[config.mk]
export PLATFORM = sky130hd
export DESIGN_NAME = spi_byte_packer
export DESIGN_NICKNAME = d
export VERILOG_FILES = /design/src/rtl/spi_master_pkg.sv /design/src/rtl/spi_byte_packer.sv
export SDC_FILE = /design/constraint.sdc
export NUM_CORES = 1
export LEC_CHECK = 0
export BUFFER_PORTS_ARGS = -buffer_cell sky130_fd_sc_hd__buf_4
export CELL_PAD_IN_SITES_DETAIL_PLACEMENT = 1
export CELL_PAD_IN_SITES_GLOBAL_PLACEMENT = 1
export CORE_MARGIN = 5
export CORE_UTILIZATION = 44
export CTS_CLUSTER_DIAMETER = 30
export DETAILED_ROUTE_END_ITERATION = 10
export GPL_ROUTABILITY_DRIVEN = 0
export PLACE_DENSITY = 0.75
export SLEW_MARGIN = 10
export SYNTH_ARGS = -nofsm -noshare
export SYNTH_HDL_FRONTEND = slang
export SYNTH_SLANG_ARGS = --single-unit
[constraint.sdc]
create_clock -name s_axi_aclk -period 2.28 [get_ports s_axi_aclk]
set_clock_uncertainty 0.05 [all_clocks]
set_input_delay 0.228 -clock s_axi_aclk [delete_from_list [all_inputs] [get_ports s_axi_aclk]]
set_output_delay 0.228 -clock s_axi_aclk [all_outputs]
set_load 0.05 [all_outputs]
[src/rtl/spi_master_pkg.sv]
// Shared SPI master types: byte-packer FSM states and lane/width helpers sized from the word width.
package spi_master_pkg;

   typedef enum logic {
      FILL = 1'b0,
      HOLD = 1'b1
   } packer_state_t;

   function automatic int packer_lanes(input int data_width);
      return data_width / 8;
   endfunction

   // Wide enough to hold the lane count itself, not just a lane index.
   function automatic int packer_bytes_w(input int data_width);
      return $clog2(data_width / 8) + 1;
   endfunction

endpackage

[src/rtl/spi_byte_packer.sv]
// Packs a byte stream into DATA_WIDTH words; valid_o follows the completing byte by 1 cycle, ready_o drops while a word stalls.
// Lane order: SPI_PACKER_MSB_FIRST_EN defined puts lane 0 at the top byte, otherwise at data_o[7:0].
module spi_byte_packer
   import spi_master_pkg::*;
#(
   parameter int DATA_WIDTH = 32,
   parameter int CNT_WIDTH  = 16
) (
   input  logic                                  s_axi_aclk,
   input  logic                                  s_axi_aresetn,
   input  logic                                  clr_i,
   input  logic                                  valid_i,
   input  logic [7:0]                            data_i,
   input  logic                                  last_i,
   output logic                                  ready_o,
   output logic                                  valid_o,
   output logic [DATA_WIDTH-1:0]                 data_o,
   output logic                                  last_o,
   output logic [packer_bytes_w(DATA_WIDTH)-1:0] bytes_o,
   input  logic                                  ready_i,
   output logic [CNT_WIDTH-1:0]                  words_o
);

   localparam int LANES = packer_lanes(DATA_WIDTH);
   localparam int BW    = packer_bytes_w(DATA_WIDTH);
   localparam int LW    = BW - 1;

   packer_state_t          state_q, state_d;
   logic [DATA_WIDTH-1:0]  acc_q, acc_merged;
   logic [LW-1:0]          cnt_q;
   logic [LW+2:0]          lane_pos;
   logic                   byte_xfer, word_xfer, word_done;

`ifdef SPI_PACKER_MSB_FIRST_EN
   assign lane_pos = (LW+3)'(DATA_WIDTH - 8) - {cnt_q, 3'b000};
`else
   assign lane_pos = {cnt_q, 3'b000};
`endif

   assign valid_o = (state_q == HOLD);

   always_ff @(posedge s_axi_aclk or negedge s_axi_aresetn) begin
      if (!s_axi_aresetn) begin
         state_q <= FILL;
      end else begin
         state_q <= state_d;
      end
   end

   always_comb begin
      state_d    = state_q;
      ready_o    = !clr_i && ((state_q == FILL) || ready_i);
      byte_xfer  = valid_i && ready_o;
      word_xfer  = valid_o && ready_i;
      word_done  = byte_xfer && (last_i || (cnt_q == LW'(LANES - 1)));
      acc_merged = acc_q;
      acc_merged[lane_pos +: 8] = data_i;

      case (state_q)
         FILL: if (word_done) state_d = HOLD;
         // A completing byte can only land here alongside a word transfer, so staying put reloads.
         HOLD: if (word_xfer && !word_done) state_d = FILL;
         default: state_d = FILL;
      endcase

      if (clr_i) state_d = FILL;
   end

   always_ff @(posedge s_axi_aclk or negedge s_axi_aresetn) begin
      if (!s_axi_aresetn) begin
         acc_q   <= '0;
         cnt_q   <= '0;
         data_o  <= '0;
         bytes_o <= '0;
         last_o  <= 1'b0;
         words_o <= '0;
      end else if (clr_i) begin
         acc_q   <= '0;
         cnt_q   <= '0;
         data_o  <= '0;
         bytes_o <= '0;
         last_o  <= 1'b0;
         words_o <= '0;
      end else begin
         if (byte_xfer) begin
            if (word_done) begin
               acc_q   <= '0;
               cnt_q   <= '0;
               data_o  <= acc_merged;
               bytes_o <= BW'(cnt_q) + BW'(1);
               last_o  <= last_i;
            end else begin
               acc_q <= acc_merged;
               cnt_q <= cnt_q + LW'(1);
            end
         end
         if (word_xfer) begin
            words_o <= words_o + CNT_WIDTH'(1);
         end
      end
   end

endmodule

# After elaboration in Yosys (flattened, before gate mapping)
# Index checks and enable logic that the tools add are counted.
dict set report classes {
  addsub 4
  bitwise 1
  shift 2
  mux 22
  reduce_logical 13
  n_eq_ne 1
}
# operator count
set ops {}
lappend ops {{32-bit two-way mux} 6}
lappend ops {{32-bit bitwise mux} 1}
lappend ops {{16-bit two-way mux} 2}
lappend ops {{8-bit by 7-bit variable shift with 32-bit output (first input constant)} 1}
lappend ops {{8-bit by 7-bit indexed part select with 32-bit output} 1}
lappend ops {{16-bit by 1-bit adder with 16-bit output (second input constant)} 1}
lappend ops {{3-bit two-way mux} 3}
lappend ops {{5-bit negation with 7-bit output} 1}
lappend ops {{1-bit two-way mux} 6}
lappend ops {{2-bit two-way mux} 3}
lappend ops {{2-bit nonzero test} 3}
lappend ops {{1-bit logical AND} 5}
lappend ops {{2-bit by 1-bit adder with 3-bit output (second input constant)} 1}
lappend ops {{2-bit by 1-bit adder with 2-bit output (second input constant)} 1}
lappend ops {{2-bit equality test (second input constant)} 1}
lappend ops {{1-bit logical NOT} 2}
lappend ops {{1-bit logical OR} 2}
lappend ops {{1-bit case mux with 2 select lines} 1}
lappend ops {{2-bit AND reduction} 1}
lappend ops {{1-bit inverter} 1}
dict set report totals {
  reg_bits 87
  input_bits 14
}

# Longest topological paths before layout
dict set report depth {
  depth_word 10
  depth_mapped 7
  mapped_depth_nobuf 6
}

# Least setup slack after synthesis
# Ideal clock, no wire load.
dict set report synth_path {
  path_kind {reg2reg}
  from {register cnt_q[0]}
  to {register data_o[4]}
  stages_incl_launch_ff 6
  path_slack_ps 278
  t_arrival_ps 1827
  setup_ps 125
  period_less_slack_ps 2002
  cell_sequence {dfrtp_1 -> ha_1 -> or2_2 -> a31oi_4 -> buf_2 -> mux2_2}
}
dict set report synth_between {
  elab_chain_len 6
  word_cells_on_any_way 12
}
# item line
set synth_rtl {}
lappend synth_rtl {{start, declared} spi_byte_packer.sv:30} ;# logic [LW-1:0] cnt_q;
lappend synth_rtl {{start signal, assigned} spi_byte_packer.sv:94} ;# cnt_q <= cnt_q + LW'(1);
lappend synth_rtl {{5-bit negation with 7-bit output} spi_byte_packer.sv:57} ;# acc_merged[lane_pos +: 8] = data_i;
lappend synth_rtl {{8-bit by 7-bit indexed part select with 32-bit output / 8-bit by 7-bit variable shift with 32-bit output (equally long branches)} spi_byte_packer.sv:57}
lappend synth_rtl {{32-bit bitwise mux} spi_byte_packer.sv:57}
lappend synth_rtl {{32-bit two-way mux} spi_byte_packer.sv:86} ;# if (word_done) begin
lappend synth_rtl {{32-bit two-way mux} spi_byte_packer.sv:85} ;# if (byte_xfer) begin
lappend synth_rtl {{32-bit two-way mux} spi_byte_packer.sv:77} ;# end else if (clr_i) begin
lappend synth_rtl {{end signal, assigned} spi_byte_packer.sv:89} ;# data_o <= acc_merged;
lappend synth_rtl {{end, declared} spi_byte_packer.sv:17} ;# output logic [DATA_WIDTH-1:0] data_o,
# Parallel ways exist; a longest one is shown, timed or not. The select of a mux whose other input is x is not followed.
# A chain may end at the register's enable or synchronous reset.

# Worst setup path in the final report
dict set report layout_path {
  from {register cnt_q[0]}
  to {register acc_q[11]}
}
dict set report layout_between {
  elab_chain_len 6
  word_cells_on_any_way 10
}
# item line
set layout_rtl {}
lappend layout_rtl {{5-bit negation with 7-bit output / 2-bit equality test (equally long branches)} {spi_byte_packer.sv:57, spi_byte_packer.sv:55}}
lappend layout_rtl {{8-bit by 7-bit indexed part select with 32-bit output, or another cell as far along} spi_byte_packer.sv:57}
lappend layout_rtl {{32-bit bitwise mux / 1-bit logical AND (equally long branches)} {spi_byte_packer.sv:57, spi_byte_packer.sv:55}}
lappend layout_rtl {{32-bit two-way mux *} spi_byte_packer.sv:86}
lappend layout_rtl {{32-bit two-way mux *} spi_byte_packer.sv:85}
lappend layout_rtl {{32-bit two-way mux *} spi_byte_packer.sv:77}
lappend layout_rtl {{end signal, assigned} spi_byte_packer.sv:93} ;# acc_q <= acc_merged;
lappend layout_rtl {{end, declared} spi_byte_packer.sv:29} ;# logic [DATA_WIDTH-1:0] acc_q, acc_merged;
# Mark *: on every way between the ends. The rest lies on a longest branch, timed or not. The select of a mux whose other input is x is not followed.

==> summary.txt <==
Die
  – Io pins: ~70
  – Initial core utilization: 0.4539
  – Die H: 105.1 um
  – Die Footprint: 11040 sq um
  – Area of the core: ~8800 sq um
  – Row cnt: 34
  – Die width: roughly 110 um

Power
  – P_sw: approximately 870 uW
  – Register share of total power: 0.505
  – Maximum VDD drop: 0.3569 mV
  – Combinational share of power: 0.143
  – Pint: ~2300 uW
  – Sw Ratio: 0.2711
  – Leak: 0.002283 uW
  – Clock power frac: 0.352
  – PwrDens: between 600 and 700 nW/um^2

Synthesis
  – Yosys cell types: 46
  – Post-synthesis simple-gate area fraction: 0.1736
  – Synthesized flop and latch total: between 80 and 90
  – Post-synthesis area per instance: between 10 and 15 sq um
  – EDFF count, synth: 0
  – Xor and xnor fraction of the mapped netlist area: 0.01982
  – Largest family of logic cells by synthesized area: compound AO/OA/AOI/OAI gates
  – Synth Warn #: 0
  – Asr flop ratio synth: 1.000
  – Cell Area, Synth: 3978 sq um
  – Sequential area share after synthesis: 0.5473
  – Adder-Cell Fraction of Synth Area: 0.02202
  – Syn_nets: around 380
  – Mux cell area share after synthesis: 0.02800
  – Synth Instances: ~360
  – Ys flop type: dfrtp_1
  – Post-synthesis compound-gate area fraction: 0.1837

Place
  – HPWL after DPL: approximately 7500 um
  – I/O Buffers: 67
  – Dpl cells: 536

Worst setup path
  – WP buf/inv: 1
  – Worst Path Arrival: between 2000 and 2500 ps
  – CP top delay family: simple AND/OR/NAND/NOR gates
  – Critical path type: register to register
  – Startpoint types: register
  – WP data required: 2510 ps
  – Max stage delay cell, worst path: dfrtp_1
  – Crit path max fanout: 9
  – Critical Path, Cell by Cell: inv_2, ha_1, and4b_2, nor3b_4, a22o_1
  – Crit-path max cell delay: 510 ps
  – Critical Path Sink Type: register

Route
  – Initial DRC count: roughly 140
  – First-pass detailed-route iteration total: 4
  – M1 WL: 4882 um
  – Post-route ant nets: 0
  – Wirelength per Cell: ~19 um
  – Highest Signal Layer: met4
  – Vias: between 3000 and 4000
  – DRC viols: 0
  – Wirelength, routed: between 10000 and 15000 um
  – Met3 Routed Length: approximately 430 um
  – WL met2: just over 5000 um
  – Post-DR vias/cell: between 5 and 6

Finish
  – Commonest non-fill, non-tap cell in the layout: dfrtp_1
  – Multi-input logic area: 1708 sq um
  – Layout cell share with drive strength beyond 1: 0.2596
  – Fin nets: between 400 and 500
  – Area Growth Syn to Fin: 22.52%
  – ANT cells: 0
  – FF/Latch Area: roughly 2200 sq um
  – Fill cells: approximately 1000
  – Most frequent cells in the layout: dfrtp_1, buf_4, nor2_1, nand2_1, a22o_1
  – Finished Layout Cells: roughly 550

Timing
  – Setup TNS: 0 ps
  – Endpoints failing setup: 0
  – Slew margin rel.: 0.6129
  – Fin crit share: 0.9578
  – Slew of the pin with the lowest slew margin: roughly 580 ps
  – Hold Vio Cnt, Final: 0
  – Fmax: 0.4579 GHz
  – Fin crit period: 2184 ps
  – Max-slew violations: 0
  – RSZ-0062 raised after global routing: false

Global routing
  – Vias in the first global route: about 3400
  – Pin count of the biggest net entering global routing: 55
  – Total GRT Usage: 0.2000
  – Global route overflow: 0
  – First-pass GRT wire length: 18130 um
  – Initial antenna violation count: 0

Min path
  – HP Class: input pin to register

Clock network
  – Clock buffer count from CTS: 9
  – Clock latency on the worst-skew pair: 350 ps
  – Clock slew at reported path FFs: 90 ps
  – CTS max path bufs: 2
  – Root Buffer Master: clkbuf_8
  – Max H-tree Level: 3
  – Sink Count: a little under 90
  – CTS tree: done
  – Setup bufs post-CTS: 0

Outcome
  – Outcome: finished, final reports clean

Run
  – Max Cap Violations: 0
-- per-layer routing --
layer,vias up,global-route usage
met4,0,0.05205
met5,-,0
met1,1615,0.2768
met3,11,0.03761
li1,1482,-
met2,74,0.3242
-- timing repair --
action	4_1_cts	5_1_grt
hold buffers	1	0
hold endpoints to repair	33	0
gates resized for setup	0	2
endpoints found under the setup margin	0	15
-- kinds of logic (layout without fill, tap and decap cells) --
family          count (synthesis)  after routing
mux                            10             10
compound gates                 98             98
xor+xnor                        9              9
fa+ha+maj                       7              7
flops                          87             87
simple gates                  129            129
buf+inv                        22            103
-- Yosys cell counts (2+ instances only) --
library cell | n | area, sq um
o31ai_1 | 2 | 15.01
or4_1 | 3 | 22.52
o21ai_0 | 10 | 50.05
clkbuf_1 | 5 | 18.77
nand3_1 | 16 | 80.08
inv_1 | 4 | 15.01
and4_1 | 2 | 17.52
inv_2 | 2 | 7.510
nor3_1 | 13 | 65.06
nand4_1 | 3 | 18.77
dfrtp_1 | 87 | 2177
a21oi_1 | 27 | 135.1
nor4_4 | 2 | 42.54
a22oi_1 | 8 | 60.06
mux2_2 | 8 | 90.09
nor2_1 | 33 | 123.9
xnor2_1 | 4 | 35.03
and2_1 | 2 | 12.51
a22o_1 | 32 | 280.3
ha_1 | 7 | 87.58
a221oi_1 | 15 | 131.4
or3_1 | 3 | 18.77
xor2_1 | 5 | 43.79
nand2_1 | 32 | 120.1
nand2b_1 | 9 | 56.30
clkinv_1 | 2 | 7.510
buf_2 | 6 | 30.03
and3_1 | 2 | 12.51
-- power by group through the flow --
| stage | combinational [uW] | clock (uW) | sequential [uW] |
|---|---|---|---|
| finish | 457 | 1130 | 1610 |
| global route | 493 | 1220 | 1620 |
| CTS | 462 | 1150 | 1610 |
| detailed placement | 459 | 0 | 1640 |
| global placement | 449 | 0 | 1640 |
| floorplan | 160 | 0 | 1750 |
-- worst paths after layout --
kind | startpoint | to | slack (ps) | cells past startpoint
worst max-delay path | cnt_q[0] | acc_q[11] | 100 | 5
worst min-delay path | data_i[7] | acc_q[23] | 120 | 2
worst max register to register | cnt_q[0] | acc_q[11] | 100 | 5
worst min register to register | data_o[22] | data_o[22] | 440 | 2
max in group asynchronous | s_axi_aresetn | words_o[9] | 1230 | 3
min in group asynchronous | s_axi_aresetn | data_o[27] | 310 | 2
-- registers in the layout (all words and copies together) (netlist names) --
name     count
data_o      32
acc_q       32
valid_o      1
cnt_q        2
bytes_o      3
words_o     16
last_o       1
-- final cells by class --
| type | count | share of cell area |
|---|---|---|
| Clock inverter | 4 | 0.01489 |
| Sequential cell | 87 | 0.4467 |
| Tap cell | 108 | 0.02773 |
| Clock buffer | 10 | 0.02619 |
| Inverter | 8 | 0.006162 |
| Timing Repair Buffer | 81 | 0.1279 |
| Multi-Input combinational cell | 253 | 0.3504 |
-- per-stage QoR --
stage	area [sq um]	util	total power (uW)	setup WS [ps]	hold WS, ps
3_3_place_gp	4654	0.5311	2091	222.3	154.4
6_report	4873	0.5561	3197	96.18	123.0
2_1_floorplan	3978	-	1913	278.2	-117.6
4_1_cts	4865	0.5551	3227	51.61	104.0
5_1_grt	4873	0.5561	3336	1.254	117.2
3_5_place_dp	4654	0.5311	2103	88.63	162.2
-- worst reg2reg max path, cell delays in order (launching register included) --
cell	delay, ps
dfrtp_1	510
inv_2	140
ha_1	460
and4b_2	410
nor3b_4	370
a22o_1	180
(Power assumes the default switching activity.)
